[src/rtl/strobe_monitor.sv]
// Strobe interval monitor: learns a repeating strobe period, locks onto it,
// and flags early or missing strobes with a saturating error count.
module strobe_monitor #(
    parameter int MAX_PERIOD = 64,
    parameter int LOCK_COUNT = 4,
    localparam int BW = $clog2(MAX_PERIOD + 1)
) (
    input  logic          clk_i,
    input  logic          rst_i,
    input  logic          enable_i,
    input  logic          strobe_i,
    output logic [BW-1:0] period_o,
    output logic          locked_o,
    output logic          early_o,
    output logic          missing_o,
    output logic [7:0]    err_count_o
);

    localparam int MW = $clog2(LOCK_COUNT + 1);

    localparam logic [1:0] ST_IDLE    = 2'd0;
    localparam logic [1:0] ST_ACQUIRE = 2'd1;
    localparam logic [1:0] ST_LOCKED  = 2'd2;

    localparam logic [BW-1:0] MAX_CNT    = BW'(MAX_PERIOD);
    localparam logic [BW-1:0] CNT_ONE    = BW'(1);
    localparam logic [MW-1:0] LOCK_MATCH = MW'(LOCK_COUNT);
    localparam logic [MW-1:0] MATCH_ONE  = MW'(1);

    logic [1:0]    state, state_n;
    logic [BW-1:0] cnt, cnt_n;
    logic [BW-1:0] cand, cand_n;
    logic [MW-1:0] match, match_n, match_new;
    logic [BW-1:0] period_n;
    logic          locked_n;
    logic          early_n;
    logic          missing_n;
    logic [7:0]    err_n;

    function automatic logic [BW-1:0] cnt_step(input logic [BW-1:0] c);
        return (c == MAX_CNT) ? c : c + CNT_ONE;
    endfunction

    function automatic logic [7:0] err_step(input logic [7:0] e);
        return (e == 8'hFF) ? e : e + 8'd1;
    endfunction

    always_comb begin
        state_n   = state;
        cnt_n     = cnt;
        cand_n    = cand;
        match_n   = match;
        match_new = match;
        period_n  = period_o;
        locked_n  = locked_o;
        early_n   = 1'b0;
        missing_n = 1'b0;
        err_n     = err_count_o;

        // Everything except the flag pulses holds while disabled.
        if (enable_i) begin
            case (state)
                ST_IDLE: begin
                    cnt_n = '0;
                    if (strobe_i) begin
                        state_n = ST_ACQUIRE;
                        cand_n  = '0;
                        match_n = '0;
                        cnt_n   = CNT_ONE;
                    end
                end

                ST_ACQUIRE: begin
                    if (strobe_i) begin
                        cnt_n = CNT_ONE;
                        if (cnt == cand) begin
                            match_new = match + MATCH_ONE;
                        end else begin
                            cand_n    = cnt;
                            match_new = MATCH_ONE;
                        end
                        match_n = match_new;
                        if (match_new == LOCK_MATCH) begin
                            state_n  = ST_LOCKED;
                            period_n = cnt;
                            locked_n = 1'b1;
                        end
                    end else if (cnt == MAX_CNT) begin
                        state_n = ST_IDLE;
                        cnt_n   = '0;
                    end else begin
                        cnt_n = cnt_step(cnt);
                    end
                end

                ST_LOCKED: begin
                    // A strobe landing on the expected cycle wins over the missing check.
                    if (strobe_i) begin
                        cnt_n = CNT_ONE;
                        if (cnt != period_o) begin
                            early_n  = 1'b1;
                            err_n    = err_step(err_count_o);
                            state_n  = ST_ACQUIRE;
                            cand_n   = cnt;
                            match_n  = MATCH_ONE;
                            locked_n = 1'b0;
                        end
                    end else if (cnt == period_o) begin
                        missing_n = 1'b1;
                        err_n     = err_step(err_count_o);
                        state_n   = ST_IDLE;
                        cnt_n     = '0;
                        locked_n  = 1'b0;
                    end else begin
                        cnt_n = cnt_step(cnt);
                    end
                end

                default: begin
                    state_n  = ST_IDLE;
                    cnt_n    = '0;
                    locked_n = 1'b0;
                end
            endcase
        end
    end

    always_ff @(posedge clk_i) begin
        if (!rst_i) begin
            state       <= ST_IDLE;
            cnt         <= '0;
            cand        <= '0;
            match       <= '0;
            period_o    <= '0;
            locked_o    <= 1'b0;
            early_o     <= 1'b0;
            missing_o   <= 1'b0;
            err_count_o <= '0;
        end else begin
            state       <= state_n;
            cnt         <= cnt_n;
            cand        <= cand_n;
            match       <= match_n;
            period_o    <= period_n;
            locked_o    <= locked_n;
            early_o     <= early_n;
            missing_o   <= missing_n;
            err_count_o <= err_n;
        end
    end

endmodule

[config.mk]
export PLATFORM = sky130hd
export DESIGN_NAME = strobe_monitor
export DESIGN_NICKNAME = d
export VERILOG_FILES = /design/src/rtl/strobe_monitor.sv
export SDC_FILE = /design/constraint.sdc
export NUM_CORES = 1
export LEC_CHECK = 0
export BUFFER_PORTS_ARGS = -buffer_cell sky130_fd_sc_hd__buf_2
export CAP_MARGIN = 20
export CORE_MARGIN = 2
export CORE_UTILIZATION = 44
export CTS_CLUSTER_DIAMETER = 150
export DETAILED_ROUTE_END_ITERATION = 16
export GPL_ROUTABILITY_DRIVEN = 0
export PLACE_DENSITY = 0.65
export RECOVER_POWER = 100
export SLEW_MARGIN = 15
export SYNTH_ARGS = -nofsm -noshare
export SYNTH_HDL_FRONTEND = slang
export SYNTH_SLANG_ARGS = --single-unit
[constraint.sdc]
create_clock -name clk_i -period 1.6 [get_ports clk_i]
set_input_delay 0.4 -clock clk_i [delete_from_list [all_inputs] [get_ports clk_i]]
set_output_delay 0.4 -clock clk_i [all_outputs]
set_load 0.005 [all_outputs]
==> metrics <==
Mapped Area 0.002336 mm2; Post-DP HPWL 3961 um; # rows 26; clock buffer depth 2; Worst-Margin Slew 0.3861 ns; Sw Pwr 0.5714 mW; most common cell in the netlist dfxtp_1; DR WL/cell 14.18 um; relative slew slack 74.10%; FFs w/ async S/R, synth 0%; Post-Synthesis Cells 252; register bit total from synthesis 37; Lkg Pwr 1.225 nW; CTS buffer count 5; Final Max Slew Viols 0; share of cells above drive strength 1 48.17%; pwr dens 654.4 mW/mm2; Tmin final 1.851 ns; top cell type's share of synthesized area 31.71%; H-tree depth 2; Seq/Total Area, Yosys 31.71%; final worst slack -0.2508 ns; CTS Sinks 37; DRC 0; ranking of synthesized cells by area dfxtp_1, mux2i_1, ha_1; final cell count without fillers 398; Crit. End Element flop; fin area 0.003331 mm2; dpl cells 385; Die Span Y 76.87 um; Post-Route WL 5644 um; cts hold-fix bufs 0; placed inst area 0.002949 mm2; die area 0.005908 mm2; Most used DFF post-synth dfxtp_1; Synth area leader dfxtp_1; crit share post-route 115.7%; fin nets 339; syn_nets 264; DR iter-0 viols 56; total track usage 19.58%; Final Setup Violations 33; via count 2028; Root Driver clkbuf_8; Clock Skew 0.01443 ns; hold slack final 0.3755 ns; # IOs 22; Hold Violations, Final 0; run status complete, but fails checks; setup tns final -5.392 ns; Die Span X 76.87 um; length of the first detailed-routing pass in iterations 4; DRT antenna net count 0; maxcap violations 0; Worst setup SP type flop; synthesis-to-layout area growth 42.58%; Hold Crit Class in2reg; starting density of the core 45.74%; Clock transition at path regs 0.09 ns; syn_area_per_cell 9.270 um2; critical path fanouts, max 7; vias in the first global route 2003; sequential share of power 43.0%; clock latency on the worst-skew pair 0.30 ns; Internal 1.608 mW; Core ar. 0.005107 mm2; CP required 1.79 ns; diode count 0; EDFF count, synth 0; RSZ-0062 raised after global routing yes; total grt overflow 0; combinational fraction of design power 16.9%; IO Port Bufs 21; global-route wire length before repair 9204 um; CP arrival 2.04 ns; IR drop worst, VDD 0.5127 mV; clock tree from TritonCTS built; via/cell ratio 5.095; post-synthesis cell type count 56; failing checks setup timing; initial antenna violation count 0; Ys Warns 0; Crit Path Class reg2reg; achievable frequency 540.3 MHz; Clock power frac 40.1%; Sw Share 26.22%; largest net degree at the start of global routing 17; synth cell count leaders dfxtp_1, nand2_1, inv_1, nor2_1
## repair_timing
item                                    CTS  global route
endpoints found under the setup margin   35            35
gates resized for setup                  33            22
pin swaps                                13            12
gates cloned                              0             0
setup buffers                             2             5
## metrics by stage
stage / setup WS, ns / power, mW / utilization [%]
finish: -0.2508 / 2.180 / 65.21
global route: -0.3502 / 2.262 / 65.21
CTS: -0.2405 / 2.177 / 63.20
detailed placement: -0.3654 / 1.275 / 57.74
global placement: -0.2781 / 1.272 / 57.74
floorplan: -0.1055 / 1.161 / -
## logic make-up (layout without fill, tap and decap cells)
| family | after synthesis | after routing | share of synthesized area, % |
|---|---|---|---|
| compound gates | 47 | 47 | 16.66 |
| flops | 37 | 37 | 31.71 |
| mux | 11 | 11 | 4.714 |
| xor+xnor | 20 | 20 | 9.105 |
| buf+inv | 30 | 106 | 7.445 |
| simple gates | 99 | 99 | 26.09 |
| fa+ha+maj | 8 | 8 | 4.285 |
## layout make-up
| type | instances | area, um2 |
|---|---|---|
| clock buffer | 6 | 82.58 |
| clock inverter | 2 | 37.54 |
| fill | 430 | 1777 |
| inverter | 12 | 45.04 |
| multi-input combinational | 185 | 1690 |
| sequential | 37 | 764.5 |
| tap | 70 | 87.58 |
| timing repair buffer | 86 | 623.1 |
## critical path, stage by stage (launching register included)
cell and delay (ns):
dfxtp_2 0.33, buf_6 0.12, xnor2_4 0.15, nand4_4 0.12
nor4b_4 0.31, and4bb_1 0.29, buf_12 0.15, mux2i_1 0.19
nor2b_1 0.06
## path summary, 6_finish.rpt
path	to	depth (start not counted)	start	slack [ns]
worst min-delay path	early_o$_SDFF_PN0_	3	enable_i	0.38
worst min register to register	match[1]$_SDFFE_PN0P_	2	match[1]$_SDFFE_PN0P_	0.46
worst max-delay path	period_o[1]$_SDFFE_PN0P_	8	cnt[1]$_SDFFE_PN0P_	-0.25
worst max register to register	period_o[1]$_SDFFE_PN0P_	8	cnt[1]$_SDFFE_PN0P_	-0.25
## metal layers
metal / vias up / track usage, % / wire, um
met5: - / 0 / 0
met4: 0 / 6.000 / 53
met3: 5 / 3.765 / 127
met2: 21 / 35.26 / 3001
met1: 975 / 23.40 / 2461
li1: 1027 / - / -
## power groups by stage
stage / registers (mW) / clock network, mW / logic (mW)
after floorplan: 0.957 / 0 / 0.203
after global placement: 0.962 / 0 / 0.310
after detailed placement: 0.963 / 0 / 0.313
after CTS: 0.941 / 0.893 / 0.343
after global routing: 0.939 / 0.928 / 0.394
final: 0.937 / 0.874 / 0.368
## sequential cells by signal (all words and copies together), names as in the netlist
name / cells
err_count_o: 8
cand: 7
cnt: 7
period_o: 7
match: 3
state: 2
early_o: 1
locked_o: 1
missing_o: 1
## layout by cell type (no fill, tap or decap), types with 7 or more instances in the layout
| cell | count |
|---|---|
| a21boi_2 | 7 |
| a21oi_1 | 7 |
| buf_2 | 19 |
| buf_4 | 44 |
| buf_6 | 8 |
| clkbuf_1 | 8 |
| dfxtp_1 | 26 |
| dfxtp_2 | 7 |
| inv_1 | 10 |
| mux2i_1 | 11 |
| nand2_1 | 20 |
| nand2b_1 | 10 |
| nand3_1 | 8 |
| nand3_2 | 8 |
| nor2_1 | 11 |
| nor2b_1 | 8 |
| xnor2_2 | 8 |
(Power assumes the default switching activity.)
